===== src/rtl/arbiter_rr_32.sv =====
// -----------------------------------------------------------------------------
// arbiter_rr_32
//
// Round-robin arbiter for 32 requesters with optional grant holding.
//
// A requester that is granted may keep the grant for consecutive cycles by
// holding both its req and hold bits high. Holding is limited to MAX_HOLD
// cycles. After that the grant is forcibly released and re-arbitrated. The
// previous owner ranks last in that round.
// When a grant ends and other requests are pending, the next grant is issued on
// the same edge, so there is no idle bubble.
//
// Parameters
//   MAX_HOLD   : maximum consecutive cycles one requester may hold a grant
//                (1..255)
//
// Ports
//   clk        : clock, all state changes on the rising edge
//   rst_n      : asynchronous active-low reset
//   req        : req[k] is the request from requester k
//   hold       : hold[k] asks to keep an existing grant to requester k
//   gnt_val    : high while a grant is active (registered)
//   gnt_idx    : binary index of the granted requester (registered, holds its
//                last value while gnt_val is low)
//   gnt_onehot : MSB-first one-hot of gnt_idx, index k drives bit 31-k,
//                all zero while gnt_val is low (registered)
//   busy       : high while the FSM is in GRANT (registered)
// -----------------------------------------------------------------------------
module arbiter_rr_32 #(
  parameter int MAX_HOLD = 16
) (
  input  logic        clk,
  input  logic        rst_n,
  input  logic [31:0] req,
  input  logic [31:0] hold,
  output logic        gnt_val,
  output logic [4:0]  gnt_idx,
  output logic [31:0] gnt_onehot,
  output logic        busy
);

  localparam logic [0:0] IDLE  = 1'b0;
  localparam logic [0:0] GRANT = 1'b1;

  // The last continued cycle is the one where hold_cnt reaches MAX_HOLD-1.
  // With MAX_HOLD = 1 this limit is zero, so a grant can never be continued.
  localparam logic [7:0] HOLD_LIMIT = 8'(MAX_HOLD - 1);

  logic [0:0] state;
  logic [7:0] hold_cnt;
  logic [4:0] last_idx;

  logic [0:0] nxt_state;
  logic       nxt_val;
  logic [4:0] nxt_idx;
  logic [7:0] nxt_cnt;
  logic [4:0] nxt_last;

  logic       keep_grant;
  logic       any_req;
  logic [4:0] start;
  logic [31:0] rot_req;
  logic [4:0] offset;
  logic       found;
  logic [4:0] winner;

  // A grant continues only for its owner. The hold bits of other requesters
  // never take part in this decision.
  assign keep_grant = (state == GRANT) && req[gnt_idx] && hold[gnt_idx] &&
                      (hold_cnt < HOLD_LIMIT);
  assign any_req    = |req;

  // The search starts just after the last winner. This makes the last winner
  // the lowest priority, which also covers the forced-release case. The 5-bit
  // add wraps 31 -> 0 without extra logic.
  assign start = last_idx + 5'd1;

  // Rotate the request vector so that bit 0 is the first candidate.
  always_comb begin
    rot_req = '0;
    for (int j = 0; j < 32; j++) begin
      rot_req[j] = req[5'(start + 5'(j))];
    end
  end

  // Lowest set bit of the rotated vector gives the winner's distance from start.
  // NOTE: every combinational output gets a default before any branch;
  // a path that leaves a variable unassigned would infer a latch.
  always_comb begin
    found  = 1'b0;
    offset = '0;
    for (int j = 0; j < 32; j++) begin
      if (!found && rot_req[j]) begin
        found  = 1'b1;
        offset = 5'(j);
      end
    end
  end

  assign winner = start + offset;

  // Next-state decision: continue, re-arbitrate (back-to-back), or go idle.
  always_comb begin
    nxt_state = state;
    nxt_val   = gnt_val;
    nxt_idx   = gnt_idx;
    nxt_cnt   = hold_cnt;
    nxt_last  = last_idx;
    if (keep_grant) begin
      nxt_cnt = hold_cnt + 8'd1;
    end else if (any_req) begin
      nxt_state = GRANT;
      nxt_val   = 1'b1;
      nxt_idx   = winner;
      nxt_last  = winner;
      nxt_cnt   = '0;
    end else begin
      // gnt_idx is left alone on purpose: it keeps the last owner visible.
      nxt_state = IDLE;
      nxt_val   = 1'b0;
      nxt_cnt   = '0;
    end
  end

  // NOTE: sequential state uses non-blocking assignments only, so every
  // register samples the pre-edge values of the others.
  // NOTE: last_idx resets to 31 rather than 0. This makes requester 0 the first
  // candidate after reset.
  always_ff @(posedge clk or negedge rst_n) begin
    if (!rst_n) begin
      state      <= IDLE;
      hold_cnt   <= '0;
      last_idx   <= 5'd31;
      gnt_val    <= 1'b0;
      gnt_idx    <= '0;
      gnt_onehot <= '0;
      busy       <= 1'b0;
    end else begin
      state      <= nxt_state;
      hold_cnt   <= nxt_cnt;
      last_idx   <= nxt_last;
      gnt_val    <= nxt_val;
      gnt_idx    <= nxt_idx;
      gnt_onehot <= nxt_val ? (32'h8000_0000 >> nxt_idx) : 32'h0;
      busy       <= (nxt_state == GRANT);
    end
  end

endmodule

===== config.mk =====
export PLATFORM = sky130hd
export DESIGN_NAME = arbiter_rr_32
export DESIGN_NICKNAME = d
export VERILOG_FILES = /design/src/rtl/arbiter_rr_32.sv
export SDC_FILE = /design/constraint.sdc
export NUM_CORES = 1
export LEC_CHECK = 0
export BUFFER_PORTS_ARGS = -buffer_cell sky130_fd_sc_hd__buf_2
export CAP_MARGIN = 40
export CORE_UTILIZATION = 31
export CTS_CLUSTER_DIAMETER = 40
export DETAILED_ROUTE_END_ITERATION = 8
export PLACE_DENSITY_LB_ADDON = 0.3
export SYNTH_ARGS = -nofsm -noshare
export SYNTH_HDL_FRONTEND = slang
export SYNTH_SLANG_ARGS = --single-unit

===== constraint.sdc =====
create_clock -name clk -period 16.05 [get_ports clk]
set_clock_uncertainty 0.05 [all_clocks]
set_input_delay 0 -clock clk [delete_from_list [all_inputs] [get_ports clk]]
set_output_delay 0 -clock clk [all_outputs]
set_load 0.02 [all_outputs]

Yosys cells after proc, flatten, opt, wreduce, memory -nomap -nowiden
Index checks and enable logic that the tools add are counted.

storage, ports and cells
  input bits = 66
  memories = 0
  output and inout port bits = 39
  memory bits (read-only) = 0
  RAM bits = 0
  latch bits = 0
  register bits after elaboration = 52

operators by class
  multiplexer cells = 136
  multipliers = 0
  reduce and logical (&&, ||, !) cells = 67
  bitwise logic cells = 1
  shifts and indexed selects = 1
  eq/ne operators = 0
  divide/modulo/power cells = 0
  magnitude comparators = 34
  add/subtract/negate cells = 34

operator list
  operator                                                                       number
  5-bit by 6-bit less-than comparator with 1-bit output (second input constant)  33
  1-bit binary-select mux with 5-bit select                                      34
  5-bit two-way mux                                                              32
  5-bit adder (second input constant)                                            16
  1-bit two-way mux                                                              68
  5-bit by 4-bit adder with 5-bit output (second input constant)                 8
  1-bit logical AND                                                              34
  32-bit two-way mux                                                             1
  32-bit OR reduction                                                            1
  32-bit by 5-bit right shift with 32-bit output (first input constant)          1
  1-bit zero test                                                                31
  5-bit by 3-bit adder with 5-bit output (second input constant)                 4
  5-bit by 1-bit adder with 5-bit output (second input constant)                 2
  5-bit by 2-bit adder with 5-bit output (second input constant)                 2
  8-bit by 1-bit adder with 8-bit output (second input constant)                 1
  8-bit by 4-bit less-than comparator with 1-bit output (second input constant)  1
  8-bit two-way mux                                                              1
  5-bit adder                                                                    1
  2-bit AND reduction                                                            1
  1-bit inverter                                                                 1

Depth between registers and ports, before layout
  depth in word-level cells = 102
  depth in mapped cells = 25

Worst setup path after synthesis
No wires, ideal clock.

  kind = register to register
  from = register last_idx[1]
  to = register gnt_onehot[2]
  period minus slack after synthesis = 5,908 ps
  cell stages (with the launch flop) = 25
  setup slack = 10,142 ps
  arrival = 5,706 ps
  required time = 15,848 ps
  library setup time = 152 ps
  cell sequence = dfstp_2 ha_1 buf_2 a21bo_2 clkbuf_1 nand2_1 ha_1 clkbuf_1 nor2b_1 xnor2_1 xnor2_1 mux4_2 mux2_2 nor3_2 nand3_1 or4b_1 nand3_1 fa_1 a21o_1 a21oi_1 xnor2_1 nand2b_1 nor3_2 buf_6 nor4_1

on the way
  longest elaborated chain between the ends = 102
  elaborated cells between the ends (all ways) = 225
  those cells by class = add/sub (33); shift (1); mux (129); reduce/logical (62)

RTL lines
  element                                                                                          line  text
  from (decl)                                                                                      51    logic [4:0] last_idx;
  from (signal assigned)                                                                           141   last_idx <= nxt_last;
  5-bit by 1-bit adder with 5-bit output (*)                                                       76    assign start = last_idx + 5'd1;
  parallel branches: the longest is 96 deep, another holds 5-bit by 1-bit adder with 5-bit output  -
  5-bit adder (*)                                                                                  100   assign winner = start + offset;
  5-bit two-way mux (*)                                                                            111   end else if (any_req) begin
  5-bit two-way mux (*)                                                                            109   if (keep_grant) begin
  32-bit by 5-bit right shift with 32-bit output (*)                                               144   gnt_onehot <= nxt_val ? (32'h8000_0000 >> nxt_idx) : 32'h0;
  32-bit two-way mux (*)                                                                           144
  to (signal assigned)                                                                             144
  to (decl)                                                                                        38    output logic [31:0] gnt_onehot,

Every way passes the cells marked *. The select of a mux whose other input is x is not followed.
A chain may end at the register's enable or synchronous reset.

Worst setup path after layout
  from = register last_idx[0]
  to = register gnt_onehot[2]

The elaborated chain is that of the path after synthesis.

==> flow_metrics.env <==
export IMPL_ff2ff_setup_slack_ns=8.62
export IMPL_area_delta_synth_final_pct=14.23
export IMPL_reg2reg_depth=21
export IMPL_insertion_delay_ns=0.29
export IMPL_rsz0062_at_grt="false"
export IMPL_die_width_um=143.9
export IMPL_hp_class="in -> reg"
export IMPL_antenna_left=0
export IMPL_yosysSeqAreaShare_pct=20.95
export IMPL_clk_pin_slew_ns=0.07
export IMPL_first_pass_iters=5
export IMPL_min_to="state"
export IMPL_hold_depth=4
export IMPL_cp_arrival_ns=7.52
export IMPL_period_needed_ns=7.430
export IMPL_period_share_pct=46.30
export IMPL_avgSynthCellArea_sq_um=10.07
export IMPL_worst_slew_pin_slew_ns=0.8360
export IMPL_synth_common_cells="54 x nand2_1, 51 x mux4_2, 47 x dfrtp_1, 44 x nand3_1, 43 x o21ai_0"
export IMPL_synth_mux_area_share_pct=32.90
export IMPL_setup_slack_ns=8.620
export IMPL_ys_top_cells_by_area="dfrtp_1 19%, mux4_2 18%, mux2_2 6.3%"
export IMPL_drive_gt1_share_pct=33.90
export IMPL_seq_area_sq_mm=0.001308
export IMPL_grt_ovfl_total=0
export IMPL_antenna_cells=0
export IMPL_dp_slack_ns=8.638
export IMPL_initial_core_util_pct=31.86
export IMPL_synth_async_reset_ratio_pct=100.0
export IMPL_grt_max_degree=54
export IMPL_synth_top_area_share_pct=18.85
export IMPL_cts_resized=0
export IMPL_n_fill_cell=1996
export IMPL_vias=5668
export IMPL_synth_top_family_by_area="multiplexers"
export IMPL_grt_pass1_vias=5285
export IMPL_yosys_area_top_type="dfrtp_1"
export IMPL_slowest_delay_ns=0.66
export IMPL_finalHoldViolations=0
export IMPL_fp_dieArea_sq_mm=0.02070
export IMPL_netlist_instances=620
export IMPL_htree_levels=2
export IMPL_numCtsBuffers=5
export IMPL_fin_tns_setup_ns=0
export IMPL_slowest_stage="mux4_1"
export IMPL_routed_wl_um=19890
export IMPL_synth_edf_count=0
export IMPL_setup_violations=0
export IMPL_min_delay_start="req[29]"
export IMPL_wl_per_cell_um=20.57
export IMPL_critPathMaxFanout=53
export IMPL_reg2reg_to="gnt_onehot[2]"
export IMPL_holdBufCountCts=1
export IMPL_status="completed"
export IMPL_cts_sinks=52
export IMPL_drv_cap=0
export IMPL_synth_distinct_cells=79
export IMPL_grt_use_total_pct=19.77
export IMPL_path_class="reg -> reg"
export IMPL_slew_violations=0
export IMPL_fp_dieH_um=143.9
export IMPL_synth_compound_area_share_pct=13.37
export IMPL_clockBufferDepth=2
export IMPL_yosys_warnings=0
export IMPL_synth_most_common_cell="nand2_1"
export IMPL_synth_fa_ha_area_share_pct=2.927
export IMPL_cts_setup_buffers=0
export IMPL_slew_headroom_pct=44.00
export IMPL_place_congestion=0.9130
export IMPL_multi_input_area_sq_mm=0.004666
export IMPL_grt_pass1_wl_um=31020
export IMPL_antenna_found_initial=0
export IMPL_crit_required_ns=16.14
export IMPL_fin_nets=781
export IMPL_post_dp_hpwl_um=15600
export IMPL_ys_ff_latch=52
export IMPL_pin_count=105
export IMPL_synth_area_sq_mm=0.006241
export IMPL_viasPerCell=5.861
export IMPL_ys_flop_type="dfrtp_1"
export IMPL_timing_fmax_ghz=0.1346
export IMPL_drt_iter0_drc=483
export IMPL_core_rowCount=51
export IMPL_synthSimpleGateAreaFrac_pct=19.41
export IMPL_synth_xor_area_share_pct=5.754
export IMPL_critPathLaunchType="flop"
export IMPL_path_cells="buf_4 -> ha_1 -> xor2_4 -> inv_4 -> mux2_4 -> a221oi_2 -> mux4_1 -> mux2_2 -> and3_1 -> nand3_1 -> o21ai_0 -> a211o_1 -> ha_1 -> fa_1 -> a21o_1 -> a21oi_1 -> xnor2_1 -> nand2b_1 -> nor3_2 -> buf_4 -> nor4_1"
export IMPL_fp_coreArea_sq_mm=0.01959
export IMPL_worstReg2RegStart="last_idx[0]"
export IMPL_drc_errors=0
export IMPL_cts_tree="yes"
export IMPL_port_buffers=104
export IMPL_clockRootBuffer="clkbuf_16"
export IMPL_cp_end_kind="flop"
[worst max path at each step]
stage                start             to  slack, ns  cells past startpoint
4_1_cts        last_idx[0]  gnt_onehot[2]       8.63                     21
2_1_floorplan  last_idx[1]  gnt_onehot[2]      10.14                     24
3_5_place_dp   last_idx[0]  gnt_onehot[5]       8.64                     22
5_1_grt        last_idx[0]  gnt_onehot[2]       8.13                     21
3_3_place_gp   last_idx[0]  gnt_onehot[9]       8.64                     21
6_report       last_idx[0]  gnt_onehot[2]       8.62                     21
[placed cells by master (no fill, tap or decap), types with 5 or more instances in the layout]
| cell type | instances |
|---|---|
| a211oi_1 | 7 |
| xnor2_1 | 15 |
| nand3_1 | 44 |
| nor2_1 | 18 |
| o211ai_1 | 8 |
| mux2i_1 | 39 |
| and3_1 | 6 |
| inv_1 | 16 |
| nor4b_1 | 8 |
| a21o_1 | 7 |
| nor4_1 | 35 |
| nand2_1 | 54 |
| nor3_1 | 5 |
| xor2_1 | 7 |
| mux4_2 | 51 |
| dfrtp_1 | 47 |
| mux2_2 | 35 |
| buf_4 | 7 |
| a21oi_1 | 12 |
| a31oi_1 | 8 |
| o21a_1 | 5 |
| nand2b_1 | 6 |
| dfstp_2 | 5 |
| buf_2 | 104 |
| ha_1 | 12 |
| clkbuf_16 | 5 |
| a211o_1 | 6 |
| o21ai_0 | 43 |
[worst max-delay path: cells and delay by family (launching register included)]
kind,cells,cell delay [ns]
multiplexers,3,1.36
AO/OA/AOI/OAI,5,1.26
adder cells (fa/ha/maj),3,1.19
AND/OR/NAND/NOR,5,1.17
buffers and inverters,3,1.02
XOR/XNOR,2,0.70
flip-flops,1,0.51
[per-layer routing]
metal	wire, um	share of wire [%]	global-route usage (%)	vias up
met5	0	0	0	-
met4	520	2.6	6.047	0
met3	1239	6.2	2.499	30
met2	8976	45	30.89	250
met1	9150	46	28.23	2788
li1	-	-	-	2600
[flip-flops by register name, indices dropped and copies added, names as in the netlist]
signal / flops
last_idx: 5
gnt_val: 1
state: 1
gnt_idx: 5
hold_cnt: 8
gnt_onehot: 32
[kinds of logic (layout without fill, tap and decap cells)]
family / after synthesis / count (layout)
simple gates: 210 / 210
fa+ha+maj: 14 / 14
mux: 130 / 130
other cells: 1 / 4
compound gates: 123 / 123
flops: 52 / 52
buf+inv: 60 / 139
xor+xnor: 30 / 30
[layout make-up]
class / count / area share (%)
sequential: 52 / 18.34
clock buffer: 6 / 1.808
multi-input combinational: 511 / 65.44
tap: 265 / 4.651
timing repair buffer: 112 / 8.178
clock inverter: 2 / 0.5441
inverter: 19 / 1.035
[stage by stage]
stage                     area [sq um]  util (%)  instances  hold slack (ns)
after floorplan                   6252         -        623          -0.3456
after global placement            6937     35.41        956          0.09652
after detailed placement          6952     35.49        958          0.09621
after CTS                         7129     36.39        967           0.1794
after global routing              7129     36.39        967           0.2061
final                             7129     36.39        967           0.1800
Power is left out: the tool's default activity adds up to more than one toggle a clock period on the data nets, which glitch-free logic cannot reach.
